[config.mk]
export PLATFORM = sky130hd
export DESIGN_NAME = led_uart_reporter
export DESIGN_NICKNAME = d
export VERILOG_FILES = /design/src/rtl/led_uart_reporter.sv
export SDC_FILE = /design/constraint.sdc
export NUM_CORES = 1
export LEC_CHECK = 0
export BUFFER_PORTS_ARGS = -buffer_cell sky130_fd_sc_hd__buf_2
export CAP_MARGIN = 15
export CORE_AREA = 2 2 59 61
export CTS_CLUSTER_DIAMETER = 40
export DETAILED_ROUTE_END_ITERATION = 6
export DIE_AREA = 0 0 61 63
export GPL_ROUTABILITY_DRIVEN = 0
export MAX_ROUTING_LAYER = met4
export PLACE_DENSITY = 0.67
export SYNTH_ARGS = -nofsm -noshare
export SYNTH_HDL_FRONTEND = slang
export SYNTH_SLANG_ARGS = --single-unit
[constraint.sdc]
create_clock -name CLK -period 3.3 [get_ports CLK]
set_clock_uncertainty 0.2 [all_clocks]
set_input_delay 0.495 -clock CLK [delete_from_list [all_inputs] [get_ports CLK]]
set_output_delay 0.495 -clock CLK [all_outputs]
set_load 0.1 [all_outputs]
[src/rtl/led_uart_reporter.sv]
//==============================================================================
// Module   : led_uart_reporter
// Summary  : Sends the 8-bit LED pattern as an ASCII "bbbbbbbb\r\n" line over
//            an 8N1 UART each time the pattern changes.
// Revision : 1.0 - initial release
//==============================================================================
`default_nettype none

module led_uart_reporter #(
    parameter int CLK_FREQ_HZ  = 10_000_000,
    parameter int BAUD         = 115200,
    parameter int CLKS_PER_BIT = CLK_FREQ_HZ / BAUD
) (
    input  logic       CLK,
    input  logic       RESET,
    input  logic [7:0] LEDS,
    output logic       TXD,
    output logic       BUSY
);

    localparam int                 c_cnt_w    = (CLKS_PER_BIT > 1) ? $clog2(CLKS_PER_BIT) : 1;
    localparam logic [c_cnt_w-1:0] c_cnt_last = c_cnt_w'(CLKS_PER_BIT - 1);
    localparam logic [c_cnt_w-1:0] c_cnt_one  = c_cnt_w'(1);
    localparam logic [3:0]         c_last_byte = 4'd9;

    generate
        if (CLKS_PER_BIT < 2) begin : g_cpb_check
            $error("led_uart_reporter: CLKS_PER_BIT must be at least 2");
        end
    endgenerate

    typedef enum logic [1:0] {
        S_IDLE  = 2'd0,
        S_START = 2'd1,
        S_DATA  = 2'd2,
        S_STOP  = 2'd3
    } state_t;

    state_t             r_state;
    logic [7:0]         r_last_rep;
    logic [7:0]         r_snap;
    logic [3:0]         r_byte_idx;
    logic [2:0]         r_bit_idx;
    logic [c_cnt_w-1:0] r_baud_cnt;
    logic               r_txd;
    logic               r_busy;

    logic [7:0]         w_cur_byte;
    logic [2:0]         w_bit_nxt;
    logic               w_baud_done;

    // Bytes 0..7 are the snapshot bits MSB first as '0'/'1', then CR, LF.
    always_comb begin
        w_cur_byte = 8'h0A;
        if (r_byte_idx < 4'd8) begin
            w_cur_byte = 8'h30 | {7'd0, r_snap[3'd7 - r_byte_idx[2:0]]};
        end else if (r_byte_idx == 4'd8) begin
            w_cur_byte = 8'h0D;
        end
    end

    assign w_bit_nxt   = r_bit_idx + 3'd1;
    assign w_baud_done = (r_baud_cnt == c_cnt_last);

    always_ff @(posedge CLK) begin
        if (RESET) begin
            r_state    <= S_IDLE;
            r_last_rep <= 8'h00;
            r_snap     <= 8'h00;
            r_byte_idx <= 4'd0;
            r_bit_idx  <= 3'd0;
            r_baud_cnt <= '0;
            r_txd      <= 1'b1;
            r_busy     <= 1'b0;
        end else begin
            unique case (r_state)
                S_IDLE: begin
                    r_txd      <= 1'b1;
                    r_busy     <= 1'b0;
                    r_baud_cnt <= '0;
                    if (LEDS != r_last_rep) begin
                        r_snap     <= LEDS;
                        r_last_rep <= LEDS;
                        r_byte_idx <= 4'd0;
                        r_bit_idx  <= 3'd0;
                        r_txd      <= 1'b0;
                        r_busy     <= 1'b1;
                        r_state    <= S_START;
                    end
                end

                S_START: begin
                    if (w_baud_done) begin
                        r_baud_cnt <= '0;
                        r_bit_idx  <= 3'd0;
                        r_txd      <= w_cur_byte[0];
                        r_state    <= S_DATA;
                    end else begin
                        r_baud_cnt <= r_baud_cnt + c_cnt_one;
                    end
                end

                S_DATA: begin
                    if (w_baud_done) begin
                        r_baud_cnt <= '0;
                        if (r_bit_idx == 3'd7) begin
                            r_txd   <= 1'b1;
                            r_state <= S_STOP;
                        end else begin
                            r_bit_idx <= w_bit_nxt;
                            r_txd     <= w_cur_byte[w_bit_nxt];
                        end
                    end else begin
                        r_baud_cnt <= r_baud_cnt + c_cnt_one;
                    end
                end

                S_STOP: begin
                    if (w_baud_done) begin
                        r_baud_cnt <= '0;
                        if (r_byte_idx == c_last_byte) begin
                            // BUSY drops on the edge that enters IDLE.
                            r_busy  <= 1'b0;
                            r_txd   <= 1'b1;
                            r_state <= S_IDLE;
                        end else begin
                            r_byte_idx <= r_byte_idx + 4'd1;
                            r_txd      <= 1'b0;
                            r_state    <= S_START;
                        end
                    end else begin
                        r_baud_cnt <= r_baud_cnt + c_cnt_one;
                    end
                end

                default: begin
                    r_state <= S_IDLE;
                end
            endcase
        end
    end

    assign TXD  = r_txd;
    assign BUSY = r_busy;

endmodule

`default_nettype wire

==> metrics.cfg <==
[floorplan]
io_pins = 12
core_area_mm2 = 0.003232
start_util = 0.4704
num_rows = 21
die_w_um = 61
die_y_um = 63
die_area_mm2 = 0.003843

[yosys]
synth_nets = 185
async_flop_share = 0
syn_area_mm2 = 0.001520
avgSynthCellArea_um2 = 9.213
yosysWarnings = 0
synth_edf_count = 0
yosys.area.top_type = dfxtp_1
synth_cell_types = 46
synthCells = 165
ys.flop_type = dfxtp_1
ys_ff_latch = 26
synth_top_area_frac = 0.3424
ys_seq_area_frac = 0.3424
ys_top_cells_by_area = dfxtp_1 (34%), ha_1 (8.2%), mux2i_1 (6.6%)

[pwr]
combPwrFrac = 0.499
seq_power_share = 0.360
p_int_uw = 653.0
power.density_mw_per_mm2 = 709.2
ir_worst_vdd_v = 0.0002861
leakagePower_nw = 0.6318
power_frac_clock = 0.141
p_sw_frac = 0.4343
totalPowerFinal_mw = 1.154
switchingPower_uw = 501.4

[clock_tree]
clock_sinks = 26
clockBufferDepth = 2
cts_tree = done
cts_hold_buf = 0
clkTransAtPathRegs_ps = 140
cts_resized = 0
cts_root_buf = clkbuf_4
cts_setup_buffers = 0
cts_buffers = 3
clk_latency_ps = 320
htree_num_levels = 1

[drt]
routed_wirelength_um = 3030
drt_iter0_markers = 51
via_count = 1226
antenna_left = 0
drc_errors = 0
first_pass_iters = 4
wl_per_cell_um = 13.71
vias_per_cell = 5.548

[timing]
setup_violations = 0
finalHoldViolCount = 0
max_slew_margin = 0.6727
worst_pin_slew_ps = 494.3
slew_violations = 0
final.period_utilization = 0.6549
grt_setup_unrepaired = false
period_needed_ps = 2161
holdWs_ps = 226.8
setup_tns_ps = 0
fmax_mhz = 462.7
worst_slack_ps = 1139

[place]
placedInstanceArea_mm2 = 0.001592
dp_slack_ps = 1191
dp.cells = 217
dp_hpwl_um = 2328
io_buffers = 11

[layout]
multi_input_area_um2 = 924.6
area.growth.synth_to_final_pct = 7.078
antenna_cells = 0
fillers = 301
nets = 196
drive_gt1_frac = 0.1429
fin_cells = 221
design_area_mm2 = 0.001628
final_core_util = 0.5037
register_area_um2 = 520.5

[worst_setup_path]
cp.required_ps = 3360
path_max_fanout = 6
max_stage_delay_ps = 390
critPathBufInv = 0
critical-path-slowest-cell = dfxtp_1
critPathCaptureType = flip-flop
path_delay_family = simple AND/OR/NAND/NOR gates
crit_chain = ha_1, ha_1, nor4bb_1, o32ai_1, nor4_1, o311ai_1, o211ai_1
crit_top_cell = ha_1
rr_worst_depth = 7
criticalPathCategory = reg -> reg
crit_cells = 7
critPathArrivalTime_ps = 2220
critPathLaunchType = flip-flop

[global_routing]
antenna_found_initial = 0
grt_pass1_vias = 1220
grt-ovfl-total = 0
grt_pass1_wl_um = 5223
grt_max_degree = 17
track_usage = 0.1820

[outcome]
status = complete, no violations

[run]
maxCapViolCount = 0

[hold_path]
hold-path-cell-count = 3
hp-class = in -> reg

## routing by layer
layer	vias to the layer above	GRT usage	part of all wire	wire length [µm]
met5	-	-	0	0
met4	0	0.07065	0.020	61
met3	8	0.03313	0.059	180
met2	43	0.2823	0.48	1467
met1	560	0.2311	0.44	1321
li1	615	-	-	-
## state kept, by name (all words and copies together) (netlist names)
signal / count
r_state: 2
r_snap: 8
r_byte_idx: 4
TXD: 1
BUSY: 1
r_bit_idx: 3
r_baud_cnt: 7
## tightest hold or removal path, cell delays in order
cell	delay (ps)
buf_2	100
mux2i_1	60
nor2_1	70
## worst paths after layout
| kind | slack, ps | from | to |
|---|---|---|---|
| setup / recovery | 1140 | r_bit_idx[0] | TXD |
| hold / removal | 230 | LEDS[5] | r_snap[5] |
| setup reg to reg | 1140 | r_bit_idx[0] | TXD |
| hold reg to reg | 290 | r_baud_cnt[0] | r_baud_cnt[0] |
## cell usage after synthesis (2+ instances only)
library cell,number
a41o_1,2
and3_1,2
nand3b_1,3
a21o_1,2
nand3_1,7
nand2_1,8
and3_2,2
xor2_1,3
inv_1,9
o211ai_1,2
mux2i_1,10
xnor2_1,11
ha_1,10
a21oi_1,9
nand2b_1,3
and4_1,2
o311ai_0,2
mux2_2,2
nor2_1,21
o21ai_0,2
nand4_1,3
dfxtp_1,26
## power by group through the flow
stage | logic, mW | registers (mW) | clock network [mW]
final | 0.576 | 0.416 | 0.163
after floorplan | 0.401 | 0.489 | 0
after detailed placement | 0.567 | 0.424 | 0
after global routing | 0.633 | 0.425 | 0.185
after global placement | 0.554 | 0.421 | 0
after CTS | 0.572 | 0.416 | 0.169
## cell usage in the layout (no fill, tap or decap), types with 2 or more instances in the layout
cell type and instances:
clkbuf_4 3, buf_2 11, and3_2 2, o211ai_1 2, inv_1 9, xnor2_1 11, nand2_1 8, mux2i_1 10
nand2b_1 3, dfxtp_1 26, xor2_1 3, o21ai_0 2, nor2_1 21, and4_1 2, mux2_2 2, a21o_1 2
nand3_1 7, nand3b_1 3, nand4_1 3, a41o_1 2, and3_1 2, o311ai_0 2, a21oi_1 9, ha_1 10
## kinds of logic after synthesis
kind of cell    share of synthesized area
compound gates                     0.1399
fa+ha+maj                         0.08230
xor+xnor                          0.08066
flops                              0.3424
mux                               0.09547
buf+inv                           0.04938
simple gates                       0.2099
## final cells by class
class	instances	share of cell area
multi-input cells	125	0.5680
flip-flops and latches	26	0.3198
well taps	46	0.03536
repair buffers	11	0.03382
clock buffers	4	0.02229
inverters	9	0.02075
Note: power is estimated with default switching activity, not from simulation.
